[src/rtl/shift_reg_serdes.sv]
// shift_reg_serdes
// Universal shift register with a built-in burst serializer/deserializer.
// In IDLE it performs one manual op per cycle. A start pulse loads din and
// shifts it out serially over WIDTH cycles while capturing sin.
//
// Optional feature macro: SHIFT_PARITY_EN
//   When defined, adds a registered even-parity output. It is updated only
//   on the edge that ends a burst.
//
// Ports:
//   clk     rising-edge clock
//   reset   asynchronous, active-high reset
//   op      manual op in IDLE: 00 hold, 01 load din, 10 shift right, 11 shift left
//   start   begin a burst (sampled only in IDLE, has priority over op)
//   dir     burst direction, sampled with start: 0 right/LSB first, 1 left/MSB first
//   sin     serial data in
//   din     parallel data in
//   q       register contents
//   sout    serial data out (combinational)
//   busy    burst in progress
//   done    one-cycle pulse after the final burst shift
//   parity  (SHIFT_PARITY_EN only) XOR of q latched at burst end
module shift_reg_serdes #(
  parameter int              WIDTH     = 8,
  parameter logic [WIDTH-1:0] RESET_VAL = '0
) (
  input  logic             clk,
  input  logic             reset,
  input  logic [1:0]       op,
  input  logic             start,
  input  logic             dir,
  input  logic             sin,
  input  logic [WIDTH-1:0] din,
  output logic [WIDTH-1:0] q,
  output logic             sout,
  output logic             busy,
`ifdef SHIFT_PARITY_EN
  output logic             done,
  output logic             parity
`else
  output logic             done
`endif
);

  localparam int CW = $clog2(WIDTH);
  localparam logic [CW-1:0] LAST = CW'(WIDTH - 1);

  typedef enum logic {
    IDLE  = 1'b0,
    BURST = 1'b1
  } state_t;

  state_t           state_reg, state_next;
  logic [WIDTH-1:0] q_reg, q_next;
  logic [CW-1:0]    cnt_reg, cnt_next;
  logic             dir_reg, dir_next;
  logic             done_reg, done_next;
`ifdef SHIFT_PARITY_EN
  logic             parity_reg, parity_next;
`endif

  logic [WIDTH-1:0] shr, shl, burst_shift;

  assign shr         = {sin, q_reg[WIDTH-1:1]};
  assign shl         = {q_reg[WIDTH-2:0], sin};
  assign burst_shift = dir_reg ? shl : shr;

  always_ff @(posedge clk or posedge reset) begin
    if (reset) begin
      state_reg  <= IDLE;
      q_reg      <= RESET_VAL;
      cnt_reg    <= '0;
      dir_reg    <= 1'b0;
      done_reg   <= 1'b0;
`ifdef SHIFT_PARITY_EN
      parity_reg <= 1'b0;
`endif
    end else begin
      state_reg  <= state_next;
      q_reg      <= q_next;
      cnt_reg    <= cnt_next;
      dir_reg    <= dir_next;
      done_reg   <= done_next;
`ifdef SHIFT_PARITY_EN
      parity_reg <= parity_next;
`endif
    end
  end

  always_comb begin
    state_next  = state_reg;
    q_next      = q_reg;
    cnt_next    = cnt_reg;
    dir_next    = dir_reg;
    done_next   = 1'b0;
`ifdef SHIFT_PARITY_EN
    parity_next = parity_reg;
`endif
    case (state_reg)
      IDLE: begin
        if (start) begin
          q_next     = din;
          dir_next   = dir;
          cnt_next   = '0;
          state_next = BURST;
        end else begin
          case (op)
            2'b01:   q_next = din;
            2'b10:   q_next = shr;
            2'b11:   q_next = shl;
            default: q_next = q_reg;
          endcase
        end
      end
      BURST: begin
        q_next   = burst_shift;
        cnt_next = cnt_reg + CW'(1);
        if (cnt_reg == LAST) begin
          // Clear rather than increment so the counter never passes WIDTH-1
          // when WIDTH is not a power of two.
          cnt_next   = '0;
          done_next  = 1'b1;
          state_next = IDLE;
`ifdef SHIFT_PARITY_EN
          parity_next = ^burst_shift;
`endif
        end
      end
      default: state_next = IDLE;
    endcase
  end

  assign q    = q_reg;
  assign busy = (state_reg == BURST);
  assign done = done_reg;
`ifdef SHIFT_PARITY_EN
  assign parity = parity_reg;
`endif

  // Outside a burst the tap follows the manual op so a right shift exposes
  // the LSB that is about to leave; every other op exposes the MSB.
  always_comb begin
    if (busy) sout = dir_reg ? q_reg[WIDTH-1] : q_reg[0];
    else      sout = (op == 2'b10) ? q_reg[0] : q_reg[WIDTH-1];
  end

endmodule

[config.mk]
export PLATFORM = sky130hd
export DESIGN_NAME = shift_reg_serdes
export DESIGN_NICKNAME = d
export VERILOG_FILES = /design/src/rtl/shift_reg_serdes.sv
export SDC_FILE = /design/constraint.sdc
export NUM_CORES = 1
export LEC_CHECK = 0
export CAP_MARGIN = 30
export CORE_MARGIN = 3
export CORE_UTILIZATION = 25
export CTS_BUF_LIST = sky130_fd_sc_hd__clkbuf_16
export DETAILED_ROUTE_END_ITERATION = 10
export GPL_TIMING_DRIVEN = 0
export PLACE_DENSITY = 0.45
export SLEW_MARGIN = 20
export SYNTH_ARGS = -nofsm -noshare
export SYNTH_HDL_FRONTEND = slang
export SYNTH_SLANG_ARGS = --single-unit
[constraint.sdc]
create_clock -name clk -period 1.6 [get_ports clk]
set_clock_uncertainty 0.1 [all_clocks]
set_input_delay 0.16 -clock clk [delete_from_list [all_inputs] [get_ports clk]]
set_output_delay 0.16 -clock clk [all_outputs]
set_load 0.1 [all_outputs]
==> summary.md, run 1 <==
| Metric | Value |
|---|---|
| Gate count of the mapped netlist | `103` |
| Fin. Hold Viols | `0` |
| Vias/cell | `5.04` |
| Worst Path Buf+Inv | `2` |
| Worst Path Class, Setup | `reg2out` |
| Final period utilization | `1.09` |
| Final setup margin | `-0.150 ns` |
| Post-Syn Area | `1010 µm²` |
| Synth warn | `0` |
| Core ar. | `3770 µm²` |
| Max Cap Viol | `0` |
| Final Wtd Congestion | `0.781` |
| Post-DP HPWL | `2.04 mm` |
| Layout cell share with drive strength beyond 1 | `0.428` |
| Sequential share of the synthesized area | `0.348` |
| Synth area leaders | `dfrtp_1 35%, mux2i_1 7.0%, mux2_2 6.7%` |
| Slew @ Worst Pin | `0.605 ns` |
| Core Util, Final | `0.421` |
| Placed cell count | `176` |
| Largest net degree at the start of global routing | `15` |
| Xor and xnor fraction of the mapped netlist area | `0` |
| Synthesis-to-layout area growth | `58.0%` |
| Failing checks | `setup timing` |
| Grt ovf | `0` |
| CP Capture Type | `primary output` |
| Clock slew at reported path FFs | `0.05 ns` |
| Fmax | `571 MHz` |
| DRC Markers | `0` |
| Antenna Nets Post-Route | `0` |
| Vias in the first global route | `977` |
| Adder-cell share of the synthesized area | `0.0622` |
| I/O pin count | `26` |
| Vias | `938` |
| Max-slew violations | `0` |
| CP Launch Type | `register` |
| Post-Route WL | `2.94 mm` |
| First-pass GRT wire length | `5.02 mm` |
| Commonest cells after routing, fill and taps aside | `12 x clkdlybuf4s50_1, 8 x clkdlybuf4s15_2, 7 x nand2b_1, 7 x mux2i_1, 7 x dfrtp_2` |
| FILL cells | `362` |
| Buffers on Ports | `25` |
| Design area | `1590 µm²` |
| Worst-skew pair later-pin latency | `0.25 ns` |
| Post-route insts no fill | `186` |
| Die area | `4820 µm²` |
| Slew HR | `0.596` |
| Diode count | `0` |
| H-tree depth | `1` |
| Initial DRC count | `67` |
| # nets final | `159` |
| Max stage delay on crit path | `0.49 ns` |
| Post-synth EDFFs | `0` |
| Root buffer cell | `clkbuf_16` |
| Drt wl/cell | `15.8 µm` |
| Row count | `22` |
| Largest area contributor in the netlist | `dfrtp_1` |
| Top-area cell type share of the netlist area | `0.348` |
| Register cell area after layout | `363 µm²` |
| WP data required | `1.34 ns` |
| Crit-path max FO | `3` |
| CTS Hold Bufs | `0` |
| Complex-gate fraction of the synthesized area | `0.241` |
| Netlist cell types | `32` |
| Crit-path slowest cell | `dfrtp_4` |
| WP data arrival | `1.49 ns` |
| Largest family of logic cells by synthesized area | `compound AO/OA/AOI/OAI gates` |
| Reg2reg end | `q[3]` |
| RSZ-0062 raised after global routing | `true` |
| CTS buffer count | `3` |
| Most used flip-flop cell after synthesis | `dfrtp_1` |
| GR Util All Layers | `0.130` |
| Outcome | `complete, but fails checks` |
| Drt first pass iters | `4` |
| Post-synth ARST share | `1.00` |
| Flops & latches, synth | `14` |
| Simple-gate area share of the yosys netlist | `0.147` |
| Worst hold-check path type | `in2async` |
| Initial antenna violation count | `0` |
| CTS sink count | `14` |
| Clk buf depth | `2` |
| Commonest non-fill, non-tap cell in the layout | `clkdlybuf4s50_1` |
| Syn nets | `123` |
| Chip height | `69.4 µm` |
| Reg2Reg Depth | `4` |
| Post-DP Area | `1350 µm²` |
| Syn Area/Cell | `9.77 µm²` |
| Critical path's top delay family | `flip-flops` |
| CTS tree | `done` |
| Final setup viols | `6` |
| Area of the multi-input gates | `694 µm²` |
| Initial core utilization | `0.267` |
| DIE WIDTH | `69.4 µm` |
| FF-to-FF Start | `busy` |
| Cell Chain, Critical Path | `buf_8 > a21oi_4 > mux2_4 > buf_12` |
| Largest register FFs | `8` |
| Mux contribution to synthesized area | `0.137` |
| R2R setup slack | `-0.11 ns` |
| Fin crit period | `1.75 ns` |
==> synthesized netlist by cell type, types with 4 or more instances <==
| master | n |
|---|---|
| dfrtp_1 | 14 |
| nor2_1 | 10 |
| mux2i_1 | 7 |
| nand2b_1 | 7 |
| a221oi_1 | 6 |
| mux2_2 | 6 |
| ha_1 | 5 |
| nand2_1 | 5 |
| a22o_1 | 4 |
| buf_2 | 4 |
==> final cells by class <==
| class | instances | area share |
|---|---|---|
| multi-input cells | 77 | 0.437 |
| flip-flops and latches | 14 | 0.228 |
| repair buffers | 32 | 0.195 |
| clock buffers | 3 | 0.0472 |
| plain buffers | 8 | 0.0449 |
| well taps | 48 | 0.0378 |
| inverters | 3 | 0.00709 |
| clock inverters | 1 | 0.00236 |
==> per-layer routing <==
| layer | vias to the layer above | global-route usage | wire [µm] |
|---|---|---|---|
| met2 | 25 | 0.190 | 1280 |
| met3 | 4 | 0.0290 | 147 |
| met5 | - | 0 | 0 |
| li1 | 453 | - | - |
| met1 | 456 | 0.187 | 1480 |
| met4 | 0 | 0.0434 | 31 |
==> timing repair <==
action                     in CTS  in global routing
gates resized for setup        48                 25
buffers inserted                2                  5
hold endpoints to repair        0                  0
pin swaps                       0                  2
setup endpoints to repair      19                 12
==> per-stage QoR <==
step / hold WS [ns] / setup TNS, ns / setup slack [ns]
CTS: 0.208 / -0.763 / -0.222
floorplan: -0.0512 / -0.308 / -0.0938
global route: 0.257 / -0.539 / -0.188
detailed placement: 0.406 / -7.26 / -1.37
finish: 0.186 / -0.336 / -0.150
global placement: 0.399 / -7.17 / -1.35
==> worst max path at each step <==
stage               start    to  slack, ns  cells past startpoint
CTS                  busy  sout      -0.22                      4
global route         busy  sout      -0.19                      5
floorplan            busy  q[3]      -0.09                      4
finish               busy  sout      -0.15                      4
detailed placement  op[0]  sout      -1.37                      8
global placement    op[0]  sout      -1.35                      8
==> cell families after synthesis <==
kind of cell    count (synthesis)
compound gates                 31
fa+ha+maj                       5
buf+inv                        12
flops                          14
mux                            13
simple gates                   28
Power of run 1 is not shown: default switching activity piles up to over one toggle a cycle in this logic, so the estimate is an artifact.
==> run 2: changes to the inputs <==
ABC_CLOCK_PERIOD_IN_PS = 1600   (was default)
==> results of run 2 <==
Same layout as run 1: the final DEF is identical, and so are final timing and power.
Power of run 2 is left out for the same reason.
==> run 3: changes to the inputs <==
PLACE_DENSITY = 0.58   (was 0.45)
==> summary.md, run 3 (synthesized netlist as in run 1, its figures left out) <==
| Metric | Value |
|---|---|
| Root buffer cell | `clkbuf_16` |
| Slew @ Worst Pin | `0.566 ns` |
| Critical path's top delay family | `flip-flops` |
| I/O pin count | `26` |
| CP Launch Type | `register` |
| Fin crit period | `1.75 ns` |
| Max Cap Viol | `0` |
| CTS tree | `done` |
| Layout cell share with drive strength beyond 1 | `0.373` |
| CTS buffer count | `3` |
| Initial core utilization | `0.267` |
| Vias in the first global route | `968` |
| Die area | `4820 µm²` |
| Final period utilization | `1.09` |
| Initial DRC count | `112` |
| Slew HR | `0.622` |
| Final setup margin | `-0.147 ns` |
| Post-Route WL | `2.79 mm` |
| Largest register FFs | `8` |
| DIE WIDTH | `69.4 µm` |
| Commonest non-fill, non-tap cell in the layout | `clkdlybuf4s50_1` |
| Final setup viols | `6` |
| Max-slew violations | `0` |
| Max stage delay on crit path | `0.51 ns` |
| Crit-path max FO | `5` |
| Crit-path slowest cell | `dfrtp_4` |
| Commonest cells after routing, fill and taps aside | `12 x clkdlybuf4s50_1, 9 x clkdlybuf4s15_2, 7 x nand2b_1, 7 x mux2i_1, 7 x dfrtp_2` |
| Fmax | `572 MHz` |
| WP data arrival | `1.49 ns` |
| Worst Path Buf+Inv | `2` |
| Fin. Hold Viols | `0` |
| GR Util All Layers | `0.123` |
| Clock slew at reported path FFs | `0.05 ns` |
| Final Wtd Congestion | `0.763` |
| Largest net degree at the start of global routing | `15` |
| Design area | `1530 µm²` |
| Failing checks | `setup timing` |
| Drt first pass iters | `4` |
| Chip height | `69.4 µm` |
| Reg2Reg Depth | `4` |
| CTS sink count | `14` |
| Grt ovf | `0` |
| Diode count | `0` |
| Row count | `22` |
| RSZ-0062 raised after global routing | `true` |
| Placed cell count | `176` |
| Cell Chain, Critical Path | `buf_8 > a21oi_4 > mux2_4 > buf_12` |
| CP Capture Type | `primary output` |
| Buffers on Ports | `25` |
| CTS Hold Bufs | `0` |
| First-pass GRT wire length | `4.75 mm` |
| Vias | `927` |
| # nets final | `155` |
| Vias/cell | `5.09` |
| H-tree depth | `1` |
| Synthesis-to-layout area growth | `51.6%` |
| Drt wl/cell | `15.3 µm` |
| Final hold slack | `0.178 ns` |
| Worst-skew pair later-pin latency | `0.24 ns` |
| Post-DP HPWL | `2.06 mm` |
| Core ar. | `3770 µm²` |
| Post-DP Area | `1350 µm²` |
| Clk buf depth | `2` |
| Worst Path Class, Setup | `reg2out` |
| WP data required | `1.34 ns` |
| Post-route insts no fill | `182` |
| Antenna Nets Post-Route | `0` |
| DRC Markers | `0` |
| Crit. path cell count | `4` |
| Initial antenna violation count | `0` |
| Worst hold-check path type | `in2async` |
| Outcome | `complete, but fails checks` |
run 3: cell count changes in the layout (fill, tap and decap cells not counted), moves of 2 or more:
cell	before	now
clkbuf_2	3	1
a221oi_1	3	6
buf_4	6	3
clkdlybuf4s15_1	0	2
a221oi_2	3	0
run 3: path summary, 6_finish.rpt:
kind / startpoint / to / slack, ns
setup / recovery: busy / sout / -0.15
max in group asynchronous: reset / busy / 0.80
hold reg to reg: cnt_reg[0] / cnt_reg[0] / 0.42
min in group clk: cnt_reg[0] / cnt_reg[0] / 0.42
setup reg to reg: busy / q[3] / -0.12
hold / removal: reset / q[3] / 0.18
run 3: area by class of cell:
class                      count  area (µm²)
buffer                         8        67.6
clock buffer                   3        75.1
clock inverter                 1        3.75
fill                         364        2250
inverter                       3        11.3
multi-input combinational     77         656
sequential                    14         363
tap                           48        60.1
timing repair buffer          28         289
run 3: worst register-to-register path, stage by stage, from the launching register on:
cell       delay (ns)
dfrtp_4          0.51
buf_4            0.16
or4b_4           0.56
a2bb2oi_1        0.17
o31a_1           0.11
run 3: routing by layer:
layer	up-vias	global-route usage	part of all wire
met5	-	0	0
met4	0	0.0477	0.013
met3	2	0.0217	0.043
met2	33	0.195	0.47
met1	448	0.165	0.47
li1	444	-	-
run 3: stage by stage:
stage          worst slack (ns)  setup TNS (ns)  utilization
3_5_place_dp              -1.34           -7.34        0.357
5_1_grt                  -0.178          -0.560        0.404
6_report                 -0.147          -0.323        0.404
2_1_floorplan           -0.0938          -0.308            -
4_1_cts                  -0.178           -1.04        0.398
3_3_place_gp              -1.33           -7.03        0.357
run 3: repair_timing:
item,4_1_cts,5_1_grt
setup endpoints to repair,19,11
setup buffers,2,1
resized for setup,52,13
pin swaps,1,1
Power of run 3 is left out for the same reason.
